$ cat src/rtl/instr_fetch_pkg.sv
// Shared types and constants for the instruction fetch stage and its neighbours.
package instr_fetch_pkg;

   localparam int         INSTR_W  = 32;
   localparam logic [6:0] OP_RTYPE = 7'b0110011;
   localparam logic [6:0] OP_IMM   = 7'b0010011;

   typedef enum logic [1:0] {
      ST_IDLE = 2'b00,
      ST_RUN  = 2'b01,
      ST_DONE = 2'b10
   } fetch_state_e;

endpackage

$ cat src/rtl/instr_fetch_if.sv
// Fetch-stage bus bundle: instruction-memory read port plus the decode handshake.
interface instr_fetch_if #(
   parameter int ADDR_W = 32
);
   import instr_fetch_pkg::*;

   logic               imem_req_o;
   logic [ADDR_W-1:0]  imem_addr_o;
   logic [INSTR_W-1:0] imem_rdata_i;
   logic               instr_valid_o;
   logic               instr_ready_i;
   logic [INSTR_W-1:0] instr_o;
   logic [6:0]         opcode_o;
   logic [ADDR_W-1:0]  pc_o;

   modport master (
      output imem_req_o, imem_addr_o, instr_valid_o, instr_o, opcode_o, pc_o,
      input  imem_rdata_i, instr_ready_i
   );

   modport slave (
      input  imem_req_o, imem_addr_o, instr_valid_o, instr_o, opcode_o, pc_o,
      output imem_rdata_i, instr_ready_i
   );

endinterface

$ cat src/rtl/instr_fifo.sv
// Synchronous FIFO of {pc, instr} entries between the memory return path and decode.
// Flush empties it in one cycle and takes precedence over push and pop.
module instr_fifo #(
   parameter int DEPTH = 2,
   parameter int W     = 64
) (
   input  logic                   clk_i,
   input  logic                   rst_i,
   input  logic                   i_push,
   input  logic [W-1:0]           i_data,
   input  logic                   i_pop,
   input  logic                   i_flush,
   output logic [W-1:0]           o_data,
   output logic                   o_empty,
   output logic [$clog2(DEPTH):0] o_count
);
   localparam int             PTR_W    = $clog2(DEPTH);
   localparam logic [PTR_W:0] FULL_CNT = (PTR_W+1)'(DEPTH);

   logic [W-1:0]     r_mem [DEPTH];
   logic [PTR_W-1:0] r_rd_ptr;
   logic [PTR_W-1:0] r_wr_ptr;
   logic [PTR_W:0]   r_count;
   logic             w_full;
   logic             w_push_en;
   logic             w_pop_en;

   assign w_full    = (r_count == FULL_CNT);
   assign o_empty   = (r_count == '0);
   assign w_push_en = i_push && !w_full && !i_flush;
   assign w_pop_en  = i_pop && !o_empty && !i_flush;
   assign o_data    = r_mem[r_rd_ptr];
   assign o_count   = r_count;

   // Pointer/count update; pointers wrap on their own since DEPTH is a power of two.
   always_ff @(posedge clk_i) begin
      if (!rst_i || i_flush) begin
         r_rd_ptr <= '0;
         r_wr_ptr <= '0;
         r_count  <= '0;
      end else begin
         r_wr_ptr <= w_push_en ? r_wr_ptr + 1'b1 : r_wr_ptr;
         r_rd_ptr <= w_pop_en  ? r_rd_ptr + 1'b1 : r_rd_ptr;
         case ({w_push_en, w_pop_en})
            2'b10:   r_count <= r_count + 1'b1;
            2'b01:   r_count <= r_count - 1'b1;
            default: r_count <= r_count;
         endcase
      end
   end

   always_ff @(posedge clk_i) begin
      if (w_push_en) begin
         r_mem[r_wr_ptr] <= i_data;
      end
   end

endmodule

$ cat src/rtl/instr_fetch.sv
// Fetch stage: PC, IDLE/RUN/DONE control and credit-limited issue into a small
// instruction buffer that feeds decode over valid/ready.
module instr_fetch
   import instr_fetch_pkg::*;
#(
   parameter int                ADDR_W   = 32,
   parameter int                DEPTH    = 2,
   parameter logic [ADDR_W-1:0] RESET_PC = 32'h0000_0000,
   parameter logic [ADDR_W-1:0] END_PC   = 32'h0000_0400
) (
   input  logic              clk_i,
   input  logic              rst_i,
   input  logic              start_i,
   input  logic              redirect_i,
   input  logic [ADDR_W-1:0] redirect_pc_i,
   output logic              busy_o,
   instr_fetch_if.master     bus
);
   localparam int CNT_W = $clog2(DEPTH) + 1;
   localparam int ENT_W = ADDR_W + INSTR_W;

   fetch_state_e       r_state;
   fetch_state_e       w_state_nxt;
   logic [ADDR_W-1:0]  r_pc;
   logic [ADDR_W-1:0]  w_pc_nxt;
   logic [ADDR_W-1:0]  r_inflight_pc;
   logic               r_inflight;
   logic [ADDR_W-1:0]  w_target;
   logic               w_redirect;
   logic               w_credit_ok;
   logic               w_issue;
   logic               w_push;
   logic               w_pop;
   logic               w_empty;
   logic [CNT_W-1:0]   w_count;
   logic [ENT_W-1:0]   w_head;
   logic [ADDR_W-1:0]  w_head_pc;
   logic [INSTR_W-1:0] w_head_instr;
   logic [INSTR_W-1:0] w_instr;

   assign w_target    = redirect_pc_i & ~ADDR_W'(3);
   assign w_redirect  = redirect_i && (r_state != ST_IDLE);
   assign w_credit_ok = ({1'b0, w_count} + (CNT_W+1)'(r_inflight)) < (CNT_W+1)'(DEPTH);
   assign w_issue     = (r_state == ST_RUN) && w_credit_ok && (r_pc != END_PC) && !redirect_i;
   // A word returning in a redirect cycle belongs to the abandoned path.
   assign w_push      = r_inflight && !w_redirect;
   assign w_pop       = !w_empty && bus.instr_ready_i;

   instr_fifo #(
      .DEPTH (DEPTH),
      .W     (ENT_W)
   ) u_fifo (
      .clk_i   (clk_i),
      .rst_i   (rst_i),
      .i_push  (w_push),
      .i_data  ({r_inflight_pc, bus.imem_rdata_i}),
      .i_pop   (w_pop),
      .i_flush (w_redirect),
      .o_data  (w_head),
      .o_empty (w_empty),
      .o_count (w_count)
   );

   assign w_head_pc    = w_head[ENT_W-1:INSTR_W];
   assign w_head_instr = w_head[INSTR_W-1:0];

   // Next state and next PC; a redirect outranks a sequential issue.
   always_comb begin
      w_state_nxt = r_state;
      w_pc_nxt    = r_pc;
      case (r_state)
         ST_IDLE: begin
            if (start_i) w_state_nxt = ST_RUN;
            else         w_state_nxt = ST_IDLE;
         end
         ST_RUN: begin
            if (!w_redirect && !w_issue && (r_pc == END_PC)) w_state_nxt = ST_DONE;
            else                                              w_state_nxt = ST_RUN;
         end
         ST_DONE: begin
            if (w_redirect && (w_target < END_PC)) w_state_nxt = ST_RUN;
            else                                   w_state_nxt = ST_DONE;
         end
         default: w_state_nxt = ST_IDLE;
      endcase
      if (w_redirect)   w_pc_nxt = w_target;
      else if (w_issue) w_pc_nxt = r_pc + ADDR_W'(4);
      else              w_pc_nxt = r_pc;
   end

   always_ff @(posedge clk_i) begin
      if (!rst_i) begin
         r_state       <= ST_IDLE;
         r_pc          <= RESET_PC;
         r_inflight    <= 1'b0;
         r_inflight_pc <= RESET_PC;
      end else begin
         r_state       <= w_state_nxt;
         r_pc          <= w_pc_nxt;
         r_inflight    <= w_issue;
         r_inflight_pc <= w_issue ? r_pc : r_inflight_pc;
      end
   end

   assign w_instr           = w_empty ? '0 : w_head_instr;
   assign bus.imem_req_o    = w_issue;
   assign bus.imem_addr_o   = r_pc;
   assign bus.instr_valid_o = !w_empty;
   assign bus.instr_o       = w_instr;
   assign bus.opcode_o      = w_instr[6:0];
   assign bus.pc_o          = w_empty ? RESET_PC : w_head_pc;
   assign busy_o            = (r_state == ST_RUN) || !w_empty || r_inflight;

endmodule

$ cat src/flat_wrapper.sv
// flat-port wrapper written by rule: the top's interface ports become plain ports
module instr_fetch_flat import instr_fetch_pkg::*;
#(
   parameter int                ADDR_W   = 32,
   parameter int                DEPTH    = 2,
   parameter logic [ADDR_W-1:0] RESET_PC = 32'h0000_0000,
   parameter logic [ADDR_W-1:0] END_PC   = 32'h0000_0400
)
  (clk_i, rst_i, start_i, redirect_i, redirect_pc_i, busy_o, bus_imem_req_o, bus_imem_addr_o, bus_instr_valid_o, bus_instr_o, bus_opcode_o, bus_pc_o, bus_imem_rdata_i, bus_instr_ready_i);
  instr_fetch_if #(.ADDR_W(ADDR_W)) bus_i ();
  input  logic clk_i;
  input  logic rst_i;
  input  logic start_i;
  input  logic redirect_i;
  input  logic [ADDR_W-1:0] redirect_pc_i;
  output logic busy_o;
  output wire logic [$bits(bus_i.imem_req_o)-1:0] bus_imem_req_o;
  output wire logic [$bits(bus_i.imem_addr_o)-1:0] bus_imem_addr_o;
  output wire logic [$bits(bus_i.instr_valid_o)-1:0] bus_instr_valid_o;
  output wire logic [$bits(bus_i.instr_o)-1:0] bus_instr_o;
  output wire logic [$bits(bus_i.opcode_o)-1:0] bus_opcode_o;
  output wire logic [$bits(bus_i.pc_o)-1:0] bus_pc_o;
  input wire logic [$bits(bus_i.imem_rdata_i)-1:0] bus_imem_rdata_i;
  input wire logic [$bits(bus_i.instr_ready_i)-1:0] bus_instr_ready_i;
  assign bus_imem_req_o = bus_i.imem_req_o;
  assign bus_imem_addr_o = bus_i.imem_addr_o;
  assign bus_instr_valid_o = bus_i.instr_valid_o;
  assign bus_instr_o = bus_i.instr_o;
  assign bus_opcode_o = bus_i.opcode_o;
  assign bus_pc_o = bus_i.pc_o;
  assign bus_i.imem_rdata_i = bus_imem_rdata_i;
  assign bus_i.instr_ready_i = bus_instr_ready_i;
  instr_fetch #(.ADDR_W(ADDR_W), .DEPTH(DEPTH), .RESET_PC(RESET_PC), .END_PC(END_PC)) u_core (.clk_i(clk_i), .rst_i(rst_i), .start_i(start_i), .redirect_i(redirect_i), .redirect_pc_i(redirect_pc_i), .busy_o(busy_o), .bus(bus_i));
endmodule
$ cat config.mk
export PLATFORM = sky130hd
export DESIGN_NAME = instr_fetch_flat
export DESIGN_NICKNAME = d
export VERILOG_FILES = /design/src/rtl/instr_fetch_pkg.sv /design/src/rtl/instr_fetch_if.sv /design/src/rtl/instr_fifo.sv /design/src/rtl/instr_fetch.sv /design/src/flat_wrapper.sv
export SDC_FILE = /design/constraint.sdc
export NUM_CORES = 1
export LEC_CHECK = 0
export BUFFER_PORTS_ARGS = -buffer_cell sky130_fd_sc_hd__buf_4
export CORE_ASPECT_RATIO = 0.9
export CORE_MARGIN = 4
export CORE_UTILIZATION = 40
export DETAILED_ROUTE_END_ITERATION = 6
export SETUP_SLACK_MARGIN = 0.02
export SYNTH_ARGS = -nofsm -noshare
export SYNTH_HDL_FRONTEND = slang
export SYNTH_SLANG_ARGS = --single-unit
$ cat constraint.sdc
create_clock -name clk_i -period 11.2 [get_ports clk_i]
set_input_delay 2.24 -clock clk_i [delete_from_list [all_inputs] [get_ports clk_i]]
set_output_delay 2.24 -clock clk_i [all_outputs]
set_load 0.03 [all_outputs]
=== Word level (Yosys, flattened, before mapping) ===
Memory sizes are Yosys's and may differ from the RTL's. A register that Yosys moved wholly into a read port is not among the register bits.
Index checks and enable logic that the tools add are counted.

* Reductions and logical operators: 28
* Eq/ne operators: 7
* Muxes and demuxes: 13
* $lt $le $gt $ge: 2
* $add $sub $neg: 6
* Bitwise logic cells: 1

{| class="wikitable"
|+ Operators with widths
! operator !! number
|-
| two-way mux 32 bit || 4
|-
| adder 32 x 3 -> 32 bit, second input constant || 1
|-
| equality test 32 x 11 -> 1 bit, second input constant || 1
|-
| < comparator 32 x 11 -> 1 bit, second input constant || 1
|-
| inequality test 32 x 11 -> 1 bit, second input constant || 1
|-
| logical AND 1 bit || 13
|-
| equality test 2 bit, second input constant || 3
|-
| zero test 1 bit || 6
|-
| one-hot mux 2 bit (3 select lines) || 1
|-
| nonzero test 2 bit || 3
|-
| two-way mux 1 bit || 5
|-
| equality test 2 x 1 -> 1 bit, second input constant || 2
|-
| zero test 2 bit || 2
|-
| two-way mux 2 bit || 2
|-
| one-hot mux 2 bit (2 select lines) || 1
|-
| adder 2 x 1 -> 3 bit || 1
|-
| logical OR 1 bit || 3
|-
| < comparator 3 x 2 -> 1 bit, second input constant || 1
|-
| adder 1 bit, second input constant || 2
|-
| adder 2 x 1 -> 2 bit, second input constant || 1
|-
| OR reduction 2 bit || 1
|-
| subtractor 2 x 1 -> 2 bit, second input constant || 1
|-
| inverter 1 bit || 1
|}

* Logic and storage cells: 66
* Output and inout port bits: 106
* Input port bits: 69
* Register bits after elaboration: 71
* Memories: 1
* Bits in writable memories: 128

{| class="wikitable"
|+ Memory list
! memory !! words !! width !! rd ports !! clocked after Yosys merged registers in !! write ports !! line !! RTL
|-
| u_core.u_fifo.r_mem || 2 || 64 || 1 || 1 || 1 || instr_fifo.sv:20 || <nowiki>logic [W-1:0] r_mem [DEPTH];</nowiki>
|}

=== Logic depth before layout (Yosys ltp) ===
* Depth in word-level cells: 10
* Mapped depth: 10

=== Modules after synthesis ===
A second synthesis with hierarchy kept.

* Cell total of the unflattened synthesis: 722
* Area, all modules: 8530.7 um^2

{| class="wikitable"
|+ By module, submodules not included
! module !! times used !! sequential area each (um^2) !! area each (um^2) !! cells an instance
|-
| instr_fifo || 1 || 3943.8 || 4825.9 || 227
|-
| instr_fetch || 1 || 1261.2 || 3704.8 || 495
|}

=== Least setup slack after synthesis ===
Ideal clock, no wire load.

* Kind: input -> register
* Start: input redirect_i
* End: memory u_core.u_fifo.r_mem[0][0], enable pin
* Path buffers: 1
* Path slack: 5.223 ns
* Arrival time: 5.494 ns
* Cell stages on the path: 4
* Cell sequence: o21ai_0 > clkbuf_1 > nand3_1 > nor2_1

* Cells in the longest elaborated chain, start to end: 7

{| class="wikitable"
|+ Ends and longest elaborated chain
! element !! line !! RTL
|-
| from (decl) || flat_wrapper.sv:14 || <nowiki>input logic redirect_i;</nowiki>
|-
| logical AND 1 bit (*) || instr_fetch.sv:42 || <nowiki>assign w_redirect = redirect_i && (r_state != ST_IDLE);</nowiki>
|-
| zero test 1 bit (*) || instr_fifo.sv:30, instr_fetch.sv:46 ||
|-
| logical AND 1 bit || instr_fetch.sv:46 || <nowiki>assign w_push = r_inflight && !w_redirect;</nowiki>
|-
| logical AND 1 bit || instr_fifo.sv:30 || <nowiki>assign w_push_en = i_push && !w_full && !i_flush;</nowiki>
|-
| logical AND 1 bit (*) || instr_fifo.sv:30 ||
|-
| two-way mux 1 bit (*) || instr_fifo.sv:53 || <nowiki>if (w_push_en) begin</nowiki>
|-
| two-way mux 1 bit (not written as such) (*) || instr_fifo.sv:54 || <nowiki>r_mem[r_wr_ptr] <= i_data;</nowiki>
|-
| to (decl) || instr_fifo.sv:20 ||
|}

Mark *: on every way between the ends. The rest lies on a longest branch, timed or not.

=== Final worst setup path ===
* Start: input redirect_i
* End: output bus_imem_req_o

* Cells in the longest elaborated chain, start to end: 2

{| class="wikitable"
|+ Ends and longest elaborated chain
! element !! line !! RTL
|-
| zero test 1 bit || instr_fetch.sv:44 || <nowiki>assign w_issue = (r_state == ST_RUN) && w_credit_ok && (r_pc != END_PC) && !redirect_i;</nowiki>
|-
| logical AND 1 bit || instr_fetch.sv:44 ||
|-
| to (decl) || flat_wrapper.sv:17 || <nowiki>output wire logic [$bits(bus_i.imem_req_o)-1:0] bus_imem_req_o;</nowiki>
|}

No other way between the ends.

==> impl_metrics.json <==
{
  "powerDensity_nw_per_um2": 154,
  "hold_path.class": "flip-flop to flip-flop",
  "vias": 5957,
  "numCtsBuffers": 17,
  "gp_congestion": 0.848,
  "status": "finished, final reports clean",
  "wl_met2_um": 9480,
  "r2r_start": "u_core.u_fifo.o_count[0]",
  "syn_to_final_growth_pct": 25.5,
  "critPathKind": "input port to output port",
  "final_antenna_net_count": 0,
  "cts.path.max_buffers": 2,
  "ys_types": 57,
  "grt_antenna_before_repair": 0,
  "layout.nets": 925,
  "cts-resized-gates": 0,
  "synth-seq-area-share": 0.629,
  "slew_viol_final": 0,
  "grt_max_degree": 63,
  "drc": 0,
  "ios": 175,
  "wirelength_um": 20000,
  "core_area_um2": 19900,
  "synth_cells": 705,
  "dr.pass1.iters": 5,
  "grt_pass1_vias": 5930,
  "reg2regPathDepth": 8,
  "rsz0062_at_grt": "no",
  "h-tree-depth": 4,
  "yosys_warnings": 0,
  "cts_root_buffer": "clkbuf_16",
  "dp_hpwl_um": 13200,
  "io_buffers": 168,
  "post_cts_buffers": 0,
  "grt.overflow.total": 0,
  "fp-row-count": 49,
  "r2r_end": "u_core.u_fifo.o_count[1]",
  "cts_tree": "done",
  "finalCriticalPeriod_ns": 5.49,
  "ctsHoldBuffers": 0,
  "synth_edf_count": 124,
  "wl_met3_um": 1590,
  "cp-startpoint": "redirect_i",
  "setup_viol": 0,
  "path_max_fanout": 5,
  "synth-seq-cells": 192,
  "layout-drive-gt1-share": 0.259,
  "fmax_ghz": 0.182,
  "async_flop_share": 0,
  "ir_worst_vdd_mv": 0.100,
  "p_leak_nw": 3.62,
  "worst_pin_slew_ns": 1.05,
  "top_layer": "met4",
  "syn-cell-area_um2": 8090,
  "wl_met1_um": 8730,
  "crit_path_end": "bus_imem_req_o",
  "critPathMostFrequentCell": "buf_4",
  "avgSynthCellArea_um2": 11.5,
  "diodes": 0,
  "period_share": 0.490,
  "drt_iter0_drc": 304,
  "wl_per_cell_um": 17.9,
  "arrival_ns": 3.25,
  "vias_per_cell": 5.31,
  "slowest_delay_ns": 0.45,
  "clock_latency_ns": 0.43,
  "slowest_stage": "a2111oi_4",
  "die_area_um2": 22600,
  "tns_ns": 0,
  "grtUsageTotal": 0.174,
  "finalHoldViolCount": 0,
  "fin_area_um2": 10100,
  "start_util": 0.406,
  "required_ns": 8.96,
  "clock_skew_ns": 0.0113,
  "endpoint_kind": "output port",
  "clk_pin_slew_ns": 0.06,
  "die_y_um": 143,
  "die_w_um": 158,
  "maxSlewHeadroom": 0.301,
  "cap_violations": 0,
  "hp-start": "u_core.r_inflight_pc[29]",
  "ys.flop_type": "edfxtp_1",
  "reg2reg_slack_ns": 8.45,
  "cp-start-kind": "input port",
  "grt_pass1_wl_um": 30900,
  "crit_chain": "buf_4 > a2111oi_4 > o21ai_4 > inv_1 > buf_4",
  "placed_area_um2": 9530,
  "clock-sinks": 192
}
[worst min path at each step]
stage | endpoint | slack [ns] | cells after the start
final | u_core.u_fifo.r_mem[1][61] | 0.45 | 0
after CTS | u_core.u_fifo.r_mem[1][36] | 0.45 | 0
after global placement | u_core.u_fifo.r_mem[1][43] | 0.43 | 0
after global routing | u_core.u_fifo.r_mem[1][36] | 0.46 | 0
after detailed placement | u_core.u_fifo.r_mem[0][36] | 0.44 | 0
after floorplan | u_core.u_fifo.r_mem[0][34] | 0.43 | 0
[state kept, by name (all words and copies together), names as in the netlist, named ones only]
signal / flops
u_core.u_fifo.r_rd_ptr: 1
u_core.bus.imem_addr_o: 30
u_core.r_inflight_pc: 30
u_core.u_fifo.o_count: 2
u_core.u_fifo.r_mem: 124
u_core.r_state: 2
u_core.r_inflight: 1
u_core.u_fifo.r_wr_ptr: 1
[synthesized netlist by cell type (all sizes together), types with 2 or more instances]
cell     number  area, um^2
edfxtp      124        3720
xor2          2        17.5
a21oi        35         175
a31oi        17         106
o21a          2        15.0
or3           8        50.1
nand4        13        81.3
buf          28         163
a22oi         2        15.0
or2           2        12.5
nand2b        4        25.0
or4           6        45.0
and3          6        37.5
mux2i        62         621
ha            3        37.5
inv           9        33.8
a2bb2oi       2        17.5
dfxtp        68        1360
o311ai        6        52.6
o2111ai       2        35.0
o31a          2        17.5
o211a         3        30.0
nor4b         2        17.5
o21ai         8        43.8
nor4         14         109
o311a         2        20.0
nor2         83         312
nor3          7        35.0
clkbuf       22        82.6
nand2       110         413
o211ai        6        45.0
and2          4        25.0
mux2          3        33.8
xnor2         3        26.3
nand3        21         123
[logic make-up after synthesis]
family / share of synthesized area
AND/OR/NAND/NOR: 0.163
flip-flops: 0.629
AO/OA/AOI/OAI: 0.0825
multiplexers: 0.0809
buffers and inverters: 0.0345
XOR/XNOR: 0.00542
adder cells (fa/ha/maj): 0.00464
other: 0.000464
[report_power, final]
group          total [mW]  switching [mW]  internal, mW
clock               0.637           0.260         0.378
combinational       0.143          0.0891        0.0536
sequential          0.778          0.0157         0.762
total                1.56           0.364          1.19
[cell type report]
type                       count  area (um^2)
clock buffer                  21          440
clock inverter                11          178
fill                        1798         9780
inverter                       9         33.8
multi-input combinational    457         2770
sequential                   192         5090
tap                          255          319
timing repair buffer         176         1320
[per-layer routing]
layer,global-route usage,up-vias
li1,-,2858
met1,0.230,2841
met2,0.283,234
met3,0.0445,24
met4,0.0566,0
met5,0,-
[cell usage in the layout (no fill, tap or decap), types with 4 or more instances in the layout]
cell       netlist  layout
or4_1            6       6
edfxtp_1       124     124
clkbuf_16        0      17
dfxtp_1         68      67
nand4_1         13      13
nand2b_1         4       4
nand2_1        110     110
clkbuf_1        22       4
a31oi_1         17      17
nor3_1           7       7
o21ai_0          7       6
o211ai_1         6       6
bufinv_16        0       4
mux2i_1         62      62
nor4_1          12      12
nor2_1          83      80
o311ai_0         6       6
inv_1            9       8
buf_4           12     176
nand3_1         19      19
or3_1            8       8
and2_1           4       4
and3_1           6       6
a21oi_1         35      35
conb_1           1       4
[worst max-delay path: cells and delay by family]
family,cells,cell delay [ns]
buffers and inverters,3,0.44
AO/OA/AOI/OAI,2,0.56
[through the flow]
step / hold WS, ns / worst slack [ns] / power [mW] / instances / util
after global placement: 0.429 / 5.71 / 0.935 / 1089 / 0.478
after global routing: 0.465 / 5.65 / 1.61 / 1121 / 0.509
after floorplan: 0.425 / 5.22 / 0.875 / 708 / -
after detailed placement: 0.436 / 5.71 / 0.938 / 1089 / 0.478
final: 0.452 / 5.71 / 1.56 / 1121 / 0.509
after CTS: 0.453 / 5.71 / 1.57 / 1121 / 0.509
No activity file was read; power rests on OpenSTA's default activity.
